==> src/rtl/uptx_pkg.sv <==
// uptx_pkg: shared definitions for the USB-PD style transmit framer.
// Holds the FSM state encoding, K-code symbols, 4b5b table, CRC32
// constants, ordered-set lookup and per-state terminal bit counts.
package uptx_pkg;

  typedef enum logic [2:0] {
    ST_IDLE = 3'd0,
    ST_PREA = 3'd1,
    ST_SOPS = 3'd2,
    ST_DATA = 3'd3,
    ST_CRC  = 3'd4,
    ST_EOP  = 3'd5,
    ST_TAIL = 3'd6
  } state_t;

  // K-codes, transmitted LSB first
  localparam logic [4:0] K_S1  = 5'b11000;
  localparam logic [4:0] K_S2  = 5'b10001;
  localparam logic [4:0] K_S3  = 5'b00110;
  localparam logic [4:0] K_R1  = 5'b00111;
  localparam logic [4:0] K_R2  = 5'b11001;
  localparam logic [4:0] K_EOP = 5'b01101;

  localparam logic [31:0] CRC_POLY = 32'h04C11DB7;
  localparam logic [31:0] CRC_INIT = 32'hFFFFFFFF;

  function automatic logic [4:0] enc4b5b(input logic [3:0] nib);
    case (nib)
      4'h0: enc4b5b = 5'b11110;
      4'h1: enc4b5b = 5'b01001;
      4'h2: enc4b5b = 5'b10100;
      4'h3: enc4b5b = 5'b10101;
      4'h4: enc4b5b = 5'b01010;
      4'h5: enc4b5b = 5'b01011;
      4'h6: enc4b5b = 5'b01110;
      4'h7: enc4b5b = 5'b01111;
      4'h8: enc4b5b = 5'b10010;
      4'h9: enc4b5b = 5'b10011;
      4'hA: enc4b5b = 5'b10110;
      4'hB: enc4b5b = 5'b10111;
      4'hC: enc4b5b = 5'b11010;
      4'hD: enc4b5b = 5'b11011;
      4'hE: enc4b5b = 5'b11100;
      default: enc4b5b = 5'b11101;
    endcase
  endfunction

  // Four K-codes packed so the first one sent sits in bits [4:0]
  function automatic logic [19:0] ords_set(input logic [2:0] ords);
    case (ords)
      3'd1: ords_set = {K_S2, K_S1, K_S1, K_S1};
      3'd2: ords_set = {K_S3, K_S3, K_S1, K_S1};
      3'd3: ords_set = {K_S3, K_S1, K_S3, K_S1};
      3'd4: ords_set = {K_S3, K_R2, K_R2, K_S1};
      3'd5: ords_set = {K_S2, K_S3, K_R2, K_S1};
      3'd6: ords_set = {K_R2, K_R1, K_R1, K_R1};
      3'd7: ords_set = {K_S3, K_R1, K_S1, K_R1};
      default: ords_set = '0;
    endcase
  endfunction

  // Index of the last bit of each segment
  function automatic logic [6:0] last_cnt(input state_t st);
    case (st)
      ST_PREA: last_cnt = 7'd63;
      ST_SOPS: last_cnt = 7'd19;
      ST_DATA: last_cnt = 7'd9;
      ST_CRC:  last_cnt = 7'd39;
      ST_EOP:  last_cnt = 7'd4;
      default: last_cnt = 7'd0;
    endcase
  endfunction

endpackage

==> src/rtl/uptx_crc32.sv <==
// uptx_crc32: bit-serial CRC32 (poly 0x04C11DB7), data fed LSB first.
// Ports: clk/arst; init_i reloads 0xFFFFFFFF; bit_vld_i/bit_i shift one
// payload bit; crc_o is the raw register (caller reflects/inverts it).
module uptx_crc32 import uptx_pkg::*; (
  input  logic        clk,
  input  logic        arst,
  input  logic        init_i,
  input  logic        bit_vld_i,
  input  logic        bit_i,
  output logic [31:0] crc_o
);

  logic [31:0] crc_q, crc_d;
  logic        fb;

  always_comb begin
    crc_d = crc_q;
    fb    = crc_q[31] ^ bit_i;
    if (init_i) begin
      crc_d = CRC_INIT;
    end else if (bit_vld_i) begin
      crc_d = {crc_q[30:0], 1'b0} ^ (fb ? CRC_POLY : 32'h0);
    end
  end

  always_ff @(posedge clk or posedge arst) begin
    if (arst) crc_q <= CRC_INIT;
    else      crc_q <= crc_d;
  end

  assign crc_o = crc_q;

endmodule

==> src/rtl/uptx_framer.sv <==
// uptx_framer: serialises preamble, ordered set, 4b5b payload, CRC32, EOP.
// Inputs: clk, arst, ptx_hui half-UI tick, prl_txreq/prl_txauto request,
// prl_rdat/prl_last payload. Outputs: ptx_fifopop, ptx_txact, ptx_ack,
// ptx_line, ptx_oe. Define UPTX_BMC_EN for BMC line coding (else NRZ).
module uptx_framer import uptx_pkg::*; (
  input  logic       clk,
  input  logic       arst,
  input  logic       ptx_hui,
  input  logic       prl_txreq,
  input  logic [6:0] prl_txauto,
  input  logic [7:0] prl_rdat,
  input  logic       prl_last,
  output logic       ptx_fifopop,
  output logic       ptx_txact,
  output logic       ptx_ack,
  output logic       ptx_line,
  output logic       ptx_oe
);

  state_t      state_q, state_d, tgt, seg_next;
  logic [6:0]  cnt_q, cnt_d;
  logic [4:0]  ctl_q, ctl_d;
  logic [7:0]  byte_q, byte_d;
  logic [39:0] shf_q, shf_d, crc_sym;
  logic [31:0] crc_val, crc_tx;
  logic        run_q, run_d, txact_q, txact_d, ack_q, ack_d, last_q, last_d;
  logic        ph_q, bnd, mid, enter, pop, crc_init, crc_vld, cur_bit;
  logic        rsvd_unused;

  assign rsvd_unused = prl_txauto[6];

  // ph_q=0 means the next tick is a bit boundary, so the first tick
  // after reset starts a bit
  assign bnd = ptx_hui & ~ph_q;
  assign mid = ptx_hui &  ph_q;

  // Transmitted CRC: bit-reversed one's complement, 4b5b per nibble
  always_comb begin
    crc_tx  = '0;
    crc_sym = '0;
    for (int i = 0; i < 32; i++) crc_tx[i] = ~crc_val[31-i];
    for (int i = 0; i < 8; i++) crc_sym[i*5 +: 5] = enc4b5b(crc_tx[i*4 +: 4]);
  end

  // Segment that follows the current one once its last bit is done
  always_comb begin
    seg_next = ST_IDLE;
    case (state_q)
      ST_PREA: seg_next = (ctl_q[2:0] == 3'd0) ? ST_DATA : ST_SOPS;
      ST_SOPS: seg_next = (ctl_q[2:0] >= 3'd6) ? ST_TAIL : ST_DATA;
      ST_DATA: seg_next = !last_q  ? ST_DATA :
                          ctl_q[4] ? ST_CRC  :
                          ctl_q[3] ? ST_EOP  : ST_TAIL;
      ST_CRC:  seg_next = ctl_q[3] ? ST_EOP : ST_TAIL;
      ST_EOP:  seg_next = ST_TAIL;
      default: seg_next = ST_IDLE;
    endcase
  end

  always_comb begin
    state_d  = state_q;
    cnt_d    = cnt_q;
    ctl_d    = ctl_q;
    byte_d   = byte_q;
    shf_d    = shf_q;
    run_d    = run_q;
    txact_d  = txact_q;
    ack_d    = 1'b0;
    last_d   = last_q;
    tgt      = seg_next;
    enter    = 1'b0;
    pop      = 1'b0;
    crc_init = 1'b0;
    if (state_q == ST_IDLE) begin
      if (prl_txreq) begin
        ctl_d    = prl_txauto[4:0];
        txact_d  = 1'b1;
        cnt_d    = '0;
        last_d   = 1'b0;
        crc_init = 1'b1;
        state_d  = prl_txauto[5] ? ST_PREA :
                   (prl_txauto[2:0] != 3'd0) ? ST_SOPS : ST_DATA;
      end
    end else if (bnd) begin
      // run_q=0: frame accepted but its first bit not yet started
      if (!run_q) begin
        tgt   = state_q;
        enter = 1'b1;
        run_d = 1'b1;
      end else if (cnt_q == last_cnt(state_q)) begin
        enter = 1'b1;
      end else begin
        cnt_d = cnt_q + 7'd1;
        shf_d = {1'b0, shf_q[39:1]};
      end
      if (enter) begin
        state_d = tgt;
        cnt_d   = '0;
        case (tgt)
          ST_SOPS: shf_d = {20'd0, ords_set(ctl_q[2:0])};
          ST_DATA: begin
            pop    = 1'b1;
            byte_d = prl_rdat;
            last_d = prl_last;
            shf_d  = {30'd0, enc4b5b(prl_rdat[7:4]), enc4b5b(prl_rdat[3:0])};
          end
          ST_CRC:  shf_d = crc_sym;
          ST_EOP:  shf_d = {35'd0, K_EOP};
          ST_IDLE: begin
            run_d   = 1'b0;
            txact_d = 1'b0;
            ack_d   = 1'b1;
          end
          default: ;
        endcase
      end
    end
  end

  // Raw payload bits go into the CRC as they finish on the line
  assign crc_vld = bnd & run_q & (state_q == ST_DATA) & (cnt_q < 7'd8);
  assign cur_bit = (state_q == ST_PREA) ? cnt_q[0] : shf_q[0];

  uptx_crc32 u_crc (
    .clk       (clk),
    .arst      (arst),
    .init_i    (crc_init),
    .bit_vld_i (crc_vld),
    .bit_i     (byte_q[cnt_q[2:0]]),
    .crc_o     (crc_val)
  );

  always_ff @(posedge clk or posedge arst) begin
    if (arst) begin
      state_q <= ST_IDLE;
      cnt_q   <= '0;
      ctl_q   <= '0;
      byte_q  <= '0;
      shf_q   <= '0;
      run_q   <= 1'b0;
      txact_q <= 1'b0;
      ack_q   <= 1'b0;
      last_q  <= 1'b0;
      ph_q    <= 1'b0;
    end else begin
      state_q <= state_d;
      cnt_q   <= cnt_d;
      ctl_q   <= ctl_d;
      byte_q  <= byte_d;
      shf_q   <= shf_d;
      run_q   <= run_d;
      txact_q <= txact_d;
      ack_q   <= ack_d;
      last_q  <= last_d;
      if (ptx_hui) ph_q <= ~ph_q;
    end
  end

`ifdef UPTX_BMC_EN
  logic lvl_q, lvl_d;

  always_comb begin
    lvl_d = lvl_q;
    if (state_q == ST_IDLE || !run_q) begin
      lvl_d = 1'b0;
    end else if (bnd) begin
      // TAIL keeps the final level for its first half-UI
      if (state_d == ST_IDLE)     lvl_d = 1'b0;
      else if (state_d != ST_TAIL) lvl_d = ~lvl_q;
    end else if (mid) begin
      lvl_d = (state_q == ST_TAIL) ? 1'b0 : (lvl_q ^ cur_bit);
    end
  end

  always_ff @(posedge clk or posedge arst) begin
    if (arst) lvl_q <= 1'b0;
    else      lvl_q <= lvl_d;
  end

  assign ptx_line = run_q & lvl_q;
`else
  assign ptx_line = run_q & (state_q != ST_TAIL) & cur_bit;
`endif

  assign ptx_fifopop = pop;
  assign ptx_txact   = txact_q;
  assign ptx_ack     = ack_q;
  assign ptx_oe      = run_q;

endmodule

==> config.mk <==
export PLATFORM = sky130hd
export DESIGN_NAME = uptx_framer
export DESIGN_NICKNAME = d
export VERILOG_FILES = /design/src/rtl/uptx_pkg.sv /design/src/rtl/uptx_crc32.sv /design/src/rtl/uptx_framer.sv
export SDC_FILE = /design/constraint.sdc
export NUM_CORES = 1
export LEC_CHECK = 0
export CAP_MARGIN = 20
export CORE_ASPECT_RATIO = 1.2
export CORE_MARGIN = 8
export CORE_UTILIZATION = 45
export DETAILED_ROUTE_END_ITERATION = 7
export REMOVE_ABC_BUFFERS = 1
export SETUP_SLACK_MARGIN = 0.5
export SYNTH_ARGS = -nofsm -noshare
export SYNTH_HDL_FRONTEND = slang
export SYNTH_SLANG_ARGS = --single-unit
export TNS_END_PERCENT = 5
==> constraint.sdc <==
create_clock -name clk -period 8.65 [get_ports clk]
set_input_delay 1.2975 -clock clk [delete_from_list [all_inputs] [get_ports clk]]
set_output_delay 1.2975 -clock clk [all_outputs]
set_load 0.05 [all_outputs]
Word-level counts from Yosys, hierarchy flattened
Memories as Yosys holds them, arrays and structs flattened.
Index checks and enable logic that the tools add are counted.

storage, ports and cells
  register bits after elaboration = 100
  memory bits (read-only) = 800
  bits of input ports = 20
  output and inout bits = 5
  word-level logic and storage cells = 166
  memories = 10

memory list
  memory           words  bits a word  rd ports  clocked after memory_dff  write ports  RTL line        RTL
  (no name shown)  16     5            1         0                         0            uptx_pkg.sv:28  case (nib)
  (no name shown)  16     5            1         0                         0            uptx_pkg.sv:28
  (no name shown)  16     5            1         0                         0            uptx_pkg.sv:28
  (no name shown)  16     5            1         0                         0            uptx_pkg.sv:28
  (no name shown)  16     5            1         0                         0            uptx_pkg.sv:28
  (no name shown)  16     5            1         0                         0            uptx_pkg.sv:28
  +4 memories      --     --           --        --                        --           --

operators by class
  add/sub/neg operators = 1
  magnitude comparators = 3
  eq/ne operators = 20
  muxes and demuxes = 62
  bitwise gates (word level) = 42
  reduce and logical (&&, ||, !) cells = 17

operators by type and width
  kind                 number
  $pmux 40 s4          1
  $pmux 20 s7          1
  $mux 40              3
  $mux 32              2
  $mux 7               9
  $not 1->1            34
  $xor 32x32->32       1
  $mux 1               30
  $mux 3               10
  $pmux 6 s5           1
  $mux 27              1
  $eq 3x3->1 const B   8
  $eq 3x2->1 const B   6
  $reduce_and 4->1     4
  $pmux 3 s5           1
  $reduce_bool 2->1    5
  $logic_not 3->1      3
  $add 7x1->7 const B  1
  $eq 7x7->1           1
  $lt 7x4->1 const B   1
  $and 1x1->1          6
  $eq 3x1->1 const B   2
  $reduce_bool 3->1    2
  $lt 3x4->1 const B   1
  9 further kinds      11

Logic depth before layout (Yosys ltp)
  word-level depth = 13
  mapped depth = 10

Cells and area by module
From an unflattened synthesis, not the netlist that was laid out.

second synthesis, totals
  cells, all modules = 663
  area, all modules = 6292.3 µm²

modules (own cells, without submodules)
  module       times used  cells an instance  area an instance (µm²)
  uptx_framer  1           539                4584.4
  uptx_crc32   1           124                1707.9

Least setup slack after synthesis
Ideal clock, no wire load.

  path kind = reg-to-output
  start = reg state_q[1]
  end = out ptx_fifopop
  arrival time = 2.462 ns
  data required time = 7.352 ns
  path slack = 4.891 ns
  stages on the path, launching flop included = 8
  cell sequence = dfrtp_1 > or3_1 > buf_2 > a2111oi_4 > a311oi_2 > o31ai_1 > nand4_1 > inv_1

between the ends
  longest elaborated chain between the ends = 13

ends and longest elaborated chain
  item                                RTL line                           RTL
  from (decl)                         uptx_framer.sv:20                  state_t state_q, state_d, tgt, seg_next;
  from (signal assigned)              uptx_framer.sv:146                 state_q <= state_d;
  $eq 3x3->1 (tied with other cells)  uptx_pkg.sv:64, uptx_framer.sv:48
  $pmux 6 s5                          uptx_pkg.sv:64                     case (st)
  $mux 7                              uptx_framer.sv:86                  if (!run_q) begin
  $mux 7                              uptx_framer.sv:84                  end else if (bnd) begin
  $mux 7                              uptx_framer.sv:74                  if (state_q == ST_IDLE) begin
  $eq 7x7->1                          uptx_framer.sv:90                  end else if (cnt_q == last_cnt(state_q)) begin
  $mux 1                              uptx_framer.sv:90
  $mux 1                              uptx_framer.sv:86
  $mux 1                              uptx_framer.sv:84
  $mux 1                              uptx_framer.sv:74
  $mux 1                              uptx_framer.sv:96                  if (enter) begin
  $mux 1                              uptx_framer.sv:84
  $mux 1 (*)                          uptx_framer.sv:74
  to (decl)                           uptx_framer.sv:13                  output logic ptx_fifopop,

Mark *: on every way between the ends. The rest lies on a longest branch, timed or not. The select of a mux whose other input is x is not followed.

Final worst setup path
Same ends and word-level chain as after synthesis.

==> metrics.txt <==
n_diodes 0; total number of vias 5081; outcome completed; met2 WL 7.709 mm; post-synthesis average cell area 8.652 um2; net switching power 0.9182 mW; Hold WC Path Type reg -> reg; clock period minus worst slack 5.360 ns; leakage power 2.645 nW; first-pass GRT wire length 25.21 mm; Synth area leaders dfrtp_1 29%, dfstp_2 14%, nand2_1 5.8%, a21oi_1 4.4%, o21ai_0 4.3%; Post-Place Setup Slack 3.475 ns; Setup Skew 0.004457 ns; asr flop ratio synth 100.0%; critical-path maximum fanout 25; initial antenna violation count 0; CTS tree done; crit path buf inv count 3; RSZ-0062 raised after global routing no; residual DRC count 0; hold_buf cts 0; Via density 6.056; Crit Path Class reg -> out; Largest delay share family, worst path buffers and inverters; Max IR drop VDD 154.4 uV; gr usage total 18.32%; fmax 186.6 MHz; Gates resized, CTS repair 0; row count 45; Die Footprint 17000 um2; setup TNS 0 ns; GP Congestion 0.8249; post-synth top area share 28.92%; Yosys top cell by area dfrtp_1; antenna viol nets, final 0; Startpoint Class flip-flop; final wirelength 15.36 mm; Post-CTS Setup Inserts 0; drt pass-1 iters 5; WP data arrival 4.06 ns; vias in the first global route 4780; Mapped Area 5883 um2; post-synth cell types 63; register area share after synthesis 43.22%; required time worst endpoint 7.35 ns; relative slew slack 36.24%; hold violation total from the final report 0; Iter 0 DRT Violations 412; Synth Flop Type dfrtp_1; grt total ovfl 0; routed length on met3 631 um; wire per inst 18.31 um; sequential share of power 42.6%; Final Max Tran Viols 0; net switching fraction of the power 40.46%; #FFs+latches synth 100; DPL Wire Length 10.05 mm; Post-synth EDFFs 0; clk slew on worst S/H paths 0.07 ns; count leader, synth nand2_1; Critical Path End Type primary output; # setup viols final 0; critical-path cell list or3_1 > a2111oi_4 > a311oi_2 > o31ai_1 > buf_4 > nand4_1 > inv_1 > clkdlybuf4s50_1; IO Pins 25; clock sink total 100; layout cell share with drive strength beyond 1 13.93%; met1 WL 6.755 mm; number of max-cap violations 0; PD cells 348.8 nW/um2; clock share of power 17.9%; largest net degree at the start of global routing 65; Final nets 691; Buffers on Ports 23; fin util 51.13%; Critical Path Max Stage Delay 0.82 ns; Chip Width 120.4 um; Starting Density 46.23%; critical path's slowest cell clkdlybuf4s50_1; pin slew with the least headroom to its limit 0.9529 ns; Core Area 12720 um2; worst-skew pair later-pin latency 0.34 ns; combinational group share of total power 39.5%; die height 141.3 um; top sig layer met4; post-route setup slack 3.290 ns; top cells by count, synth 91 x nand2_1, 68 x dfrtp_1, 53 x nor2_1, 52 x a21oi_1, 51 x o21ai_0; clock buffer count from CTS 9; H-Tree Depth 3; CTS Buffer Depth 2; Pint 1.351 mW; synthesis-to-finish area growth 10.59%; Gate Count Post-Synth 680; Syn. warnings 0; Clock Tree Root clkbuf_16; period utilisation layout 61.97%
-- power groups by stage --
stage	registers (mW)	clock network, mW	logic, mW
2_1_floorplan	0.895	0	0.693
3_3_place_gp	0.961	0	0.872
3_5_place_dp	0.972	0	0.892
4_1_cts	0.964	0.417	0.898
5_1_grt	1.01	0.435	1.00
6_report	0.967	0.407	0.896
-- state kept, by name, indices dropped and copies added (netlist names) --
name,flops
shf_q,40
ptx_ack,1
byte_q,8
ptx_oe,1
cnt_q,7
last_q,1
ctl_q,5
ptx_txact,1
u_crc.crc_o,32
ph_q,1
state_q,3
-- kinds of logic (layout without fill, tap and decap cells) --
logic type	count (synthesis)	after routing	synth area share, %
xor+xnor	22	22	3.275
fa+ha+maj	2	2	0.3828
mux	16	16	3.339
buf+inv	74	69	5.083
flops	100	100	43.22
simple gates	246	246	19.25
compound gates	220	220	25.46
-- worst min-delay path: stages, from the launching register on --
cell and delay (ns):
dfstp_2 0.39, nand2_1 0.05, nand2_1 0.04
-- per-stage QoR --
| stage | instance area [um2] | instances | power (mW) | hold WS (ns) |
|---|---|---|---|---|
| detailed placement | 6200 | 822 | 1.864 | 0.4752 |
| floorplan | 5652 | 624 | 1.588 | 0.4551 |
| global placement | 6200 | 822 | 1.833 | 0.4717 |
| finish | 6506 | 839 | 2.269 | 0.4831 |
| CTS | 6495 | 838 | 2.280 | 0.4904 |
| global route | 6506 | 839 | 2.440 | 0.5109 |
-- final timing paths --
check / startpoint / endpoint / slack [ns] / depth (start not counted)
worst min-delay path: u_crc.crc_o[2] / u_crc.crc_o[3] / 0.48 / 2
worst min register to register: u_crc.crc_o[2] / u_crc.crc_o[3] / 0.48 / 2
worst max register to register: state_q[1] / ptx_txact / 5.22 / 6
min in group asynchronous: arst / shf_q[29] / 1.34 / 2
max in group asynchronous: arst / ptx_oe / 6.10 / 3
worst max-delay path: state_q[1] / ptx_fifopop / 3.29 / 8
-- placed cells by master (no fill, tap or decap), types with 10 or more instances in the layout --
cell / Yosys / routed
xnor2_1: 15 / 14
dfstp_2: 32 / 32
nand3_1: 11 / 11
and3_1: 10 / 10
inv_1: 18 / 17
clkdlybuf4s50_1: 0 / 23
o22ai_2: 10 / 10
nand2_1: 91 / 91
nor3_1: 42 / 42
dfrtp_1: 68 / 68
buf_4: 0 / 11
o22ai_1: 18 / 18
o21ai_0: 51 / 51
nor2_1: 53 / 53
a211oi_1: 16 / 16
a21oi_1: 52 / 52
-- routing by layer --
metal / track usage [%] / vias up
met1: 23.13 / 2492
li1: - / 2429
met2: 31.44 / 137
met4: 5.599 / 0
met5: 0 / -
met3: 2.819 / 23
-- layout make-up --
class / instances / area [um2]
inverters: 18 / 70.07
well taps: 164 / 205.2
clock buffers: 12 / 246.5
fillers: 1205 / 6218
clock inverters: 4 / 48.80
multi-input cells: 506 / 3069
flip-flops and latches: 100 / 2542
repair buffers: 35 / 324.1
(Power assumes the default switching activity.)
